$ cat src/rtl/align_adder_if.sv
// ============================================================================
// Module      : align_adder_if
// Description : Operand/result handshake bundle for the align_adder stage.
//               slave is the adder's view, master is the producer/consumer view.
// Revision    : 1.0  initial release
// ============================================================================
`default_nettype none

interface align_adder_if;
    // Operand side
    logic        in_valid;
    logic        in_ready;
    logic [31:0] a;
    logic [31:0] b;
    logic        operator_in;

    // Result side
    logic        out_valid;
    logic        out_ready;
    logic        sign_out;
    logic [7:0]  exp_out;
    logic [25:0] mantis_out;
    logic        loss;
    logic        operator_out;

    modport slave (
        input  in_valid, a, b, operator_in, out_ready,
        output in_ready, out_valid, sign_out, exp_out, mantis_out, loss, operator_out
    );

    modport master (
        output in_valid, a, b, operator_in, out_ready,
        input  in_ready, out_valid, sign_out, exp_out, mantis_out, loss, operator_out
    );
endinterface

`default_nettype wire

$ cat src/rtl/align_adder.sv
// ============================================================================
// Module      : align_adder
// Description : Unpacks two single-precision operands, orders them by
//               magnitude, right-aligns the smaller one bit-serially while
//               collecting a sticky bit, then adds or subtracts the mantissas.
//               Produces an unnormalized {sign, exp, mantissa, loss, op} result.
// Revision    : 1.0  initial release
// ============================================================================
`default_nettype none

module align_adder #(
    parameter int SHIFT_LIMIT = 26
) (
    input  wire logic    clk,
    input  wire logic    rst,
    align_adder_if.slave bus
);

    localparam logic [7:0] c_shift_limit = 8'(SHIFT_LIMIT);

    typedef enum logic [1:0] {
        S_IDLE  = 2'd0,
        S_ALIGN = 2'd1,
        S_ADD   = 2'd2,
        S_DONE  = 2'd3
    } state_t;

    state_t r_state;
    state_t w_state_nxt;
    logic   w_in_ready;
    logic   w_out_valid;

    // Operand unpack and ordering (only consumed in IDLE)
    logic [7:0]  w_exp_a;
    logic [7:0]  w_exp_b;
    logic [25:0] w_m_a;
    logic [25:0] w_m_b;
    logic        w_sb_eff;
    logic        w_eff_sub;
    logic        w_a_big;
    logic [7:0]  w_exp_big;
    logic [7:0]  w_exp_small;
    logic [25:0] w_m_big;
    logic [25:0] w_m_small;
    logic        w_sign_big;
    logic [7:0]  w_d;
    logic        w_collapse;
    logic        w_needs_align;

    // Latched operation
    logic [25:0] r_big;
    logic [25:0] r_small;
    logic [7:0]  r_exp_big;
    logic        r_sign_big;
    logic        r_eff_sub;
    logic        r_sticky;
    logic [7:0]  r_cnt;
    logic [25:0] w_sum;

    // Result registers
    logic        r_sign_out;
    logic [7:0]  r_exp_out;
    logic [25:0] r_mantis_out;
    logic        r_loss;
    logic        r_op_out;

    // A zero exponent flushes the operand to zero regardless of its fraction
    assign w_exp_a = bus.a[30:23];
    assign w_exp_b = bus.b[30:23];
    assign w_m_a   = (w_exp_a != 8'd0) ? {2'b01, bus.a[22:0], 1'b0} : 26'd0;
    assign w_m_b   = (w_exp_b != 8'd0) ? {2'b01, bus.b[22:0], 1'b0} : 26'd0;

    assign w_sb_eff  = bus.b[31] ^ bus.operator_in;
    assign w_eff_sub = bus.a[31] ^ w_sb_eff;

    // Magnitude order on {exp, frac}; a tie keeps A as the big operand
    assign w_a_big     = (bus.a[30:0] >= bus.b[30:0]);
    assign w_exp_big   = w_a_big ? w_exp_a : w_exp_b;
    assign w_exp_small = w_a_big ? w_exp_b : w_exp_a;
    assign w_m_big     = w_a_big ? w_m_a   : w_m_b;
    assign w_m_small   = w_a_big ? w_m_b   : w_m_a;
    assign w_sign_big  = w_a_big ? bus.a[31] : w_sb_eff;

    assign w_d           = w_exp_big - w_exp_small;
    assign w_collapse    = (w_d >= c_shift_limit);
    assign w_needs_align = (w_d != 8'd0) && !w_collapse;

    // Both mantissas are below 2^25, so the 26-bit sum cannot overflow
    assign w_sum = r_eff_sub ? (r_big - r_small) : (r_big + r_small);

    // State register
    always_ff @(posedge clk) begin
        if (rst) begin
            r_state <= S_IDLE;
        end else begin
            r_state <= w_state_nxt;
        end
    end

    // Next-state and handshake decode; handshake depends on state only
    always_comb begin
        w_state_nxt = r_state;
        w_in_ready  = 1'b0;
        w_out_valid = 1'b0;
        case (r_state)
            S_IDLE: begin
                w_in_ready = 1'b1;
                if (bus.in_valid) begin
                    w_state_nxt = w_needs_align ? S_ALIGN : S_ADD;
                end
            end
            S_ALIGN: begin
                if (r_cnt == 8'd1) begin
                    w_state_nxt = S_ADD;
                end
            end
            S_ADD: begin
                w_state_nxt = S_DONE;
            end
            S_DONE: begin
                w_out_valid = 1'b1;
                if (bus.out_ready) begin
                    w_state_nxt = S_IDLE;
                end
            end
            default: begin
                w_state_nxt = S_IDLE;
            end
        endcase
    end

    // Datapath: latch operands, shift one bit per cycle, then combine
    always_ff @(posedge clk) begin
        if (rst) begin
            r_big        <= 26'd0;
            r_small      <= 26'd0;
            r_exp_big    <= 8'd0;
            r_sign_big   <= 1'b0;
            r_eff_sub    <= 1'b0;
            r_sticky     <= 1'b0;
            r_cnt        <= 8'd0;
            r_sign_out   <= 1'b0;
            r_exp_out    <= 8'd0;
            r_mantis_out <= 26'd0;
            r_loss       <= 1'b0;
            r_op_out     <= 1'b0;
        end else begin
            case (r_state)
                S_IDLE: begin
                    if (bus.in_valid) begin
                        r_big      <= w_m_big;
                        r_exp_big  <= w_exp_big;
                        r_sign_big <= w_sign_big;
                        r_eff_sub  <= w_eff_sub;
                        r_cnt      <= w_d;
                        r_op_out   <= bus.operator_in;
                        // Large distances skip the iteration: everything goes to sticky
                        if (w_collapse) begin
                            r_small  <= 26'd0;
                            r_sticky <= |w_m_small;
                        end else begin
                            r_small  <= w_m_small;
                            r_sticky <= 1'b0;
                        end
                    end
                end
                S_ALIGN: begin
                    r_small  <= {1'b0, r_small[25:1]};
                    r_sticky <= r_sticky | r_small[0];
                    r_cnt    <= r_cnt - 8'd1;
                end
                S_ADD: begin
                    r_mantis_out <= w_sum;
                    // Exact cancellation yields a canonical +0
                    if (r_eff_sub && (w_sum == 26'd0)) begin
                        r_sign_out <= 1'b0;
                        r_exp_out  <= 8'd0;
                        r_loss     <= 1'b0;
                    end else begin
                        r_sign_out <= r_sign_big;
                        r_exp_out  <= r_exp_big;
                        r_loss     <= r_sticky;
                    end
                end
                default: begin
                end
            endcase
        end
    end

    assign bus.in_ready     = w_in_ready;
    assign bus.out_valid    = w_out_valid;
    assign bus.sign_out     = r_sign_out;
    assign bus.exp_out      = r_exp_out;
    assign bus.mantis_out   = r_mantis_out;
    assign bus.loss         = r_loss;
    assign bus.operator_out = r_op_out;

endmodule

`default_nettype wire
$ cat src/flat_wrapper.sv
// flat-port wrapper written by rule: the top's interface ports become plain ports
module align_adder_flat 
#(
    parameter int SHIFT_LIMIT = 26
)
  (clk, rst, bus_in_valid, bus_a, bus_b, bus_operator_in, bus_out_ready, bus_in_ready, bus_out_valid, bus_sign_out, bus_exp_out, bus_mantis_out, bus_loss, bus_operator_out);
  align_adder_if bus_i ();
  input  wire logic clk;
  input  wire logic rst;
  input wire logic [$bits(bus_i.in_valid)-1:0] bus_in_valid;
  input wire logic [$bits(bus_i.a)-1:0] bus_a;
  input wire logic [$bits(bus_i.b)-1:0] bus_b;
  input wire logic [$bits(bus_i.operator_in)-1:0] bus_operator_in;
  input wire logic [$bits(bus_i.out_ready)-1:0] bus_out_ready;
  output wire logic [$bits(bus_i.in_ready)-1:0] bus_in_ready;
  output wire logic [$bits(bus_i.out_valid)-1:0] bus_out_valid;
  output wire logic [$bits(bus_i.sign_out)-1:0] bus_sign_out;
  output wire logic [$bits(bus_i.exp_out)-1:0] bus_exp_out;
  output wire logic [$bits(bus_i.mantis_out)-1:0] bus_mantis_out;
  output wire logic [$bits(bus_i.loss)-1:0] bus_loss;
  output wire logic [$bits(bus_i.operator_out)-1:0] bus_operator_out;
  assign bus_i.in_valid = bus_in_valid;
  assign bus_i.a = bus_a;
  assign bus_i.b = bus_b;
  assign bus_i.operator_in = bus_operator_in;
  assign bus_i.out_ready = bus_out_ready;
  assign bus_in_ready = bus_i.in_ready;
  assign bus_out_valid = bus_i.out_valid;
  assign bus_sign_out = bus_i.sign_out;
  assign bus_exp_out = bus_i.exp_out;
  assign bus_mantis_out = bus_i.mantis_out;
  assign bus_loss = bus_i.loss;
  assign bus_operator_out = bus_i.operator_out;
  align_adder #(.SHIFT_LIMIT(SHIFT_LIMIT)) u_core (.clk(clk), .rst(rst), .bus(bus_i));
endmodule
$ cat config.mk
export PLATFORM = sky130hd
export DESIGN_NAME = align_adder_flat
export DESIGN_NICKNAME = d
export VERILOG_FILES = /design/src/rtl/align_adder_if.sv /design/src/rtl/align_adder.sv /design/src/flat_wrapper.sv
export SDC_FILE = /design/constraint.sdc
export NUM_CORES = 1
export LEC_CHECK = 0
export ABC_AREA = 1
export CAP_MARGIN = 15
export CORE_MARGIN = 2
export CORE_UTILIZATION = 52
export CTS_BUF_LIST = sky130_fd_sc_hd__clkbuf_16
export CTS_CLUSTER_DIAMETER = 200
export CTS_CLUSTER_SIZE = 16
export DETAILED_ROUTE_END_ITERATION = 6
export GPL_TIMING_DRIVEN = 0
export HOLD_SLACK_MARGIN = 0.12
export PLACE_DENSITY = 0.79
export SLEW_MARGIN = 40
export SYNTH_ARGS = -nofsm -noshare
export SYNTH_HDL_FRONTEND = slang
export SYNTH_SLANG_ARGS = --single-unit
$ cat constraint.sdc
create_clock -name clk -period 3.6 [get_ports clk]
set_input_delay 0.9 -clock clk [delete_from_list [all_inputs] [get_ports clk]]
set_output_delay 0.9 -clock clk [all_outputs]
set_load 0.02 [all_outputs]
### Word level (Yosys, flattened, before mapping)

Index checks and enable logic that the tools add are counted.

* equality and inequality tests: 7
* mux-type cells: 26
* reduce and logical (&&, ||, !) cells: 13
* add/subtract/negate cells: 4
* magnitude comparators: 2
* bitwise logic cells: 3

Operators with widths (count)
* two-way mux 26 bit: 5
* one-hot mux 26 bit (2 select lines): 1
* two-way mux 25 bit: 2
* two-way mux 8 bit: 4
* greater-or-equal comparator 31 bit: 1
* adder 26 bit: 1
* logical NOT 26 bit: 1
* OR reduction 26 bit: 1
* subtractor 26 bit: 1
* nonzero test 8 bit: 3
* one-hot mux 8 bit (2 select lines): 1
* equality test 8 x 1 -> 1 bit, second input constant: 1
* greater-or-equal comparator 8 x 5 -> 1 bit, second input constant: 1
* two-way mux 2 bit: 4
* one-hot mux 2 bit (4 select lines): 1
* subtractor 8 x 1 -> 8 bit, second input constant: 1
* subtractor 8 bit: 1
* two-way mux 1 bit: 7
* equality test 2 bit, second input constant: 2
* inequality test 2 bit, second input constant: 2
* AND reduction 2 bit: 2
* AND reduction 3 bit: 1
* equality test 2 x 1 -> 1 bit, second input constant: 1
* logical AND 1 bit: 2
* other kinds (7): 8

* logic and storage cells: 68
* output and inout port bits: 39
* register bits after elaboration: 110

### Logic depth before layout (Yosys ltp)

* word-level depth: 9
* gate-level depth with buffers: 26

### Worst setup path after synthesis

Ideal clock, no wire load.

* kind: register to register
* from: reg u_core.r_small[0]
* to: reg u_core.r_exp_out[0], in the netlist u_core.bus.exp_out[0]
* stages on the path, launching flop included: 27
* path slack: -0.272 ns
* clock period less this slack: 3.872 ns
* data arrival time: 3.740 ns
* cell sequence: dfxtp_1 -> nor3_1 -> nor3b_1 -> inv_1 -> nor3_1 -> nand2_1 -> nor3_1 -> nand3_1 -> nor3_1 -> nand2_1 -> o31ai_1 -> xnor2_1 -> inv_1 -> ha_1 -> nand2_1 -> nor2_1 -> and2_1 -> nand4_1 -> nand3_1 -> a31oi_1 -> xnor2_1 -> nor2_1 -> nand2_1 -> nor2_1 -> nand4_2 -> nand2_1 -> a21oi_1

* cells in the longest elaborated chain, start to end: 5
* elaborated cells on any way between the ends: 6
* classes of those cells: add/sub: 2; mux: 2; reduce/logical: 2

RTL lines
* start, declared: line align_adder.sv:52 `logic [25:0] r_small;`
* start signal, assigned: line align_adder.sv:162 `r_small <= w_m_small;`
* start signal, assigned: line align_adder.sv:168 `r_small <= {1'b0, r_small[25:1]};`
* adder 26 bit / subtractor 26 bit (equally long branches): line align_adder.sv:89 `assign w_sum = r_eff_sub ? (r_big - r_small) : (r_big + r_small);`
* two-way mux 26 bit (*): line align_adder.sv:89
* logical NOT 26 bit (*): line align_adder.sv:175 `if (r_eff_sub && (w_sum == 26'd0)) begin`
* logical AND 1 bit (*): line align_adder.sv:175
* two-way mux 8 bit (*): line align_adder.sv:175
* end signal, assigned: line align_adder.sv:181 `r_exp_out <= r_exp_big;`
* end, declared: line align_adder.sv:62 `logic [7:0] r_exp_out;`

Mark *: on every way between the ends. The rest lies on a longest branch, timed or not.
A chain may end at the register's enable or synchronous reset.

### Worst setup path after layout

* from: reg u_core.r_small[0]
* to: reg u_core.r_loss, in the netlist u_core.bus.loss

* cells in the longest elaborated chain, start to end: 5
* elaborated cells on any way between the ends: 6
* classes of those cells: add/sub: 2; mux: 2; reduce/logical: 2

RTL lines
* adder 26 bit / subtractor 26 bit (equally long branches): line align_adder.sv:89
* two-way mux 26 bit (*): line align_adder.sv:89
* logical NOT 26 bit (*): line align_adder.sv:175
* logical AND 1 bit (*): line align_adder.sv:175
* two-way mux 1 bit (*): line align_adder.sv:175
* end signal, assigned: line align_adder.sv:182 `r_loss <= r_sticky;`
* end, declared: line align_adder.sv:64 `logic r_loss;`

Marks and branches as above.

==> out/metrics.cfg <==
[clocking]
h-tree-depth=3
path_clk_slew_ns=0.07
ctsRootBufferMaster=clkbuf_16
cts_buffers=9
clockBufferDepth=2
insertion_delay_ns=0.36
clock_sinks=107
cts_tree=built

[floorplan]
io_pins=108
dieHeight_um=131.8
initial_core_util=0.5323
core_area_mm2=0.01594
placementRows=46
die_w_um=131.8
fp.dieArea_mm2=0.01736

[placed_design]
gp_congestion=0.9586
portBuffers=107
dp_worst_setup_slack_ns=-0.9934
placed_area_mm2=0.009871
dp.final_hpwl_mm=20.31

[global_route]
grt_max_degree=19
grt_pass1_wl_mm=43.06
grt_usage=0.3027
grt_pass1_vias=8663
antenna_found_initial=0
overflow=0

[cells_and_area]
mostFrequentLayoutCell=nand2_1
layout_common_cells=nand2_1, inv_1, a21oi_1, dfxtp_1, o21ai_0
design_area_mm2=0.01167
antenna_cells=0
fin_nets=1620
fin_util=0.7318
drive_gt1_frac=0.1979
areaGrowthSynthToFinish_pct=37.46

[drt]
drt-wirelength-per-cell_um=16.86
drt_iter0_drc=815
routed_wl_mm=28.78
vias_per_cell=5.663
vias=9667
route.detailed.drc=0
ant_nets=0
firstDrtPassIters=5

[logic_synthesis]
synth_edf_count=0
synth-compound-area-share=0.2185
ys_seq_area_frac=0.2524
synth-xor-area-share=0.05470
syn-cell-area_mm2=0.008487
synth-seq-cells=107
synthesis.nets=1432
syn_inst=1298
synth_ff_type=dfxtp_1
synth_area_per_cell_um2=6.538
synth_top_family_by_area=simple AND/OR/NAND/NOR gates
synth_mux_area_frac=0
synthAdderAreaFrac=0.09671
synth-warning-count=0
ys_types=50
async_flop_share=0
synth_simple_gate_area_frac=0.2503

[worst_setup_path]
crit_fanout=5
required_ns=3.82
timing_worst_setup_path_type=reg -> reg
cp.arrival_ns=4.42
critPathLaunchType=register
cp-end-kind=register

[run]
max-cap-violations=0

[timing]
relSlewSlack=0.5193
period_share=1.166
fmax_mhz=238.3
finalMaxSlewViolations=0
rsz0062_at_grt=true
tightest_slew_ns=0.7211
hold_viol=0
period_minus_slack_ns=4.196
final.setup.worst_slack_ns=-0.5961
setup_viol=12
skew_ns=0.009807

[run_status]
status=finished with violations
violations=setup timing

[power_and_ir_drop]
powerDensity_mw_per_mm2=848.3
ir_worst_vdd_mv=0.3826
p_leak_nw=5.814
power.total_mw=9.896

[hold_path]
holdCritPathClass=reg -> reg

==> where the power goes <==
| part | leakage, nW | total [mW] | internal (mW) | switching (mW) |
|---|---|---|---|---|
| Clock | 0.125 | 0.959 | 0.473 | 0.486 |
| Combinational | 4.81 | 6.94 | 2.78 | 4.16 |
| Sequential | 0.882 | 2.00 | 1.58 | 0.413 |
| Total | 5.81 | 9.90 | 4.84 | 5.06 |
==> cell families after synthesis <==
group,Yosys count
buffers and inverters,277
AND/OR/NAND/NOR,473
flip-flops,107
AO/OA/AOI/OAI,323
adder cells (fa/ha/maj),65
XOR/XNOR,53
==> worst paths after layout <==
check	start	end	slack (ns)	cells past startpoint
worst max-delay path	u_core.r_small[0]$_SDFFE_PP0P_	u_core.bus.loss$_SDFFE_PP0P_	-0.60	26
worst min-delay path	u_core.r_sign_big$_SDFFE_PP0P_	u_core.r_sign_big$_SDFFE_PP0P_	0.47	2
worst max register to register	u_core.r_small[0]$_SDFFE_PP0P_	u_core.bus.loss$_SDFFE_PP0P_	-0.60	26
worst min register to register	u_core.r_sign_big$_SDFFE_PP0P_	u_core.r_sign_big$_SDFFE_PP0P_	0.47	2
==> what timing repair did <==
action	in CTS	in global routing
resized for setup	107	190
buffers inserted	34	35
hold buffers	0	0
setup endpoints to repair	64	54
pin swaps	47	70
cloned	3	0
endpoints found under the hold margin	0	0
==> worst max-delay path: stages (launching register included) <==
cell and delay [ns]:
dfxtp_4 0.36, buf_4 0.15, inv_4 0.08, ha_2 0.18, nand2_1 0.08, nor3_2 0.14
inv_1 0.11, nor4_2 0.19, nand4_1 0.22, nand2_2 0.16, o21ai_1 0.10, xor2_1 0.17
ha_1 0.40, nand2_2 0.12, nor2_4 0.12, and2_4 0.15, nand4_1 0.13, nand3_4 0.16
inv_2 0.04, o211ai_1 0.19, xor2_1 0.10, buf_4 0.16, nor2_4 0.09, buf_4 0.12
nand4_4 0.13, nand2_1 0.12, a21oi_1 0.06
==> state kept, by name (all words and copies together) (netlist names) <==
| signal | count |
|---|---|
| u_core.bus.mantis_out | 26 |
| u_core.r_exp_big | 8 |
| u_core.r_state | 2 |
| u_core.r_cnt | 8 |
| u_core.r_eff_sub | 1 |
| u_core.r_sign_big | 1 |
| u_core.r_big | 24 |
| u_core.bus.operator_out | 1 |
| u_core.bus.loss | 1 |
| u_core.bus.exp_out | 8 |
| u_core.r_small | 25 |
| u_core.bus.sign_out | 1 |
| u_core.r_sticky | 1 |
==> metrics by stage <==
step	hold WS (ns)	TNS, ns	std cells
finish	0.4698	-5.885	1707
global route	0.4932	-10.92	1707
CTS	0.4705	-4.484	1673
detailed placement	0.4590	-47.34	1621
global placement	0.4557	-44.87	1621
floorplan	0.4454	0	1298
==> final cells by class <==
class	instances	area (um^2)
clock buffer	9	225.2
multi-input combinational	915	6208
tap	216	270.3
clock inverter	7	50.05
buffer	56	254.0
timing repair buffer	176	1674
inverter	221	837.1
fill	1258	4277
sequential	107	2147
==> layer usage <==
metal / share of wire / GRT usage / vias to the layer above
li1: - / - / 4701
met1: 0.43 / 0.4048 / 4430
met2: 0.47 / 0.5102 / 462
met3: 0.069 / 0.03230 / 74
met4: 0.036 / 0.1033 / 0
met5: 0 / 0 / -
==> cell usage after synthesis (all sizes together) (18+ instances only) <==
library cell / instances / area, um^2
o21ai: 114 / 570.5
ha: 64 / 800.8
nor3: 18 / 90.09
dfxtp: 107 / 2142
a21oi: 127 / 654.4
nor2: 121 / 490.5
nand3: 48 / 265.3
xor2: 35 / 306.5
nand4: 43 / 281.5
xnor2: 18 / 157.7
inv: 217 / 814.5
clkbuf: 46 / 172.7
nand2: 231 / 920.9
o211ai: 31 / 232.7
Note: power is estimated with default switching activity, not from simulation.
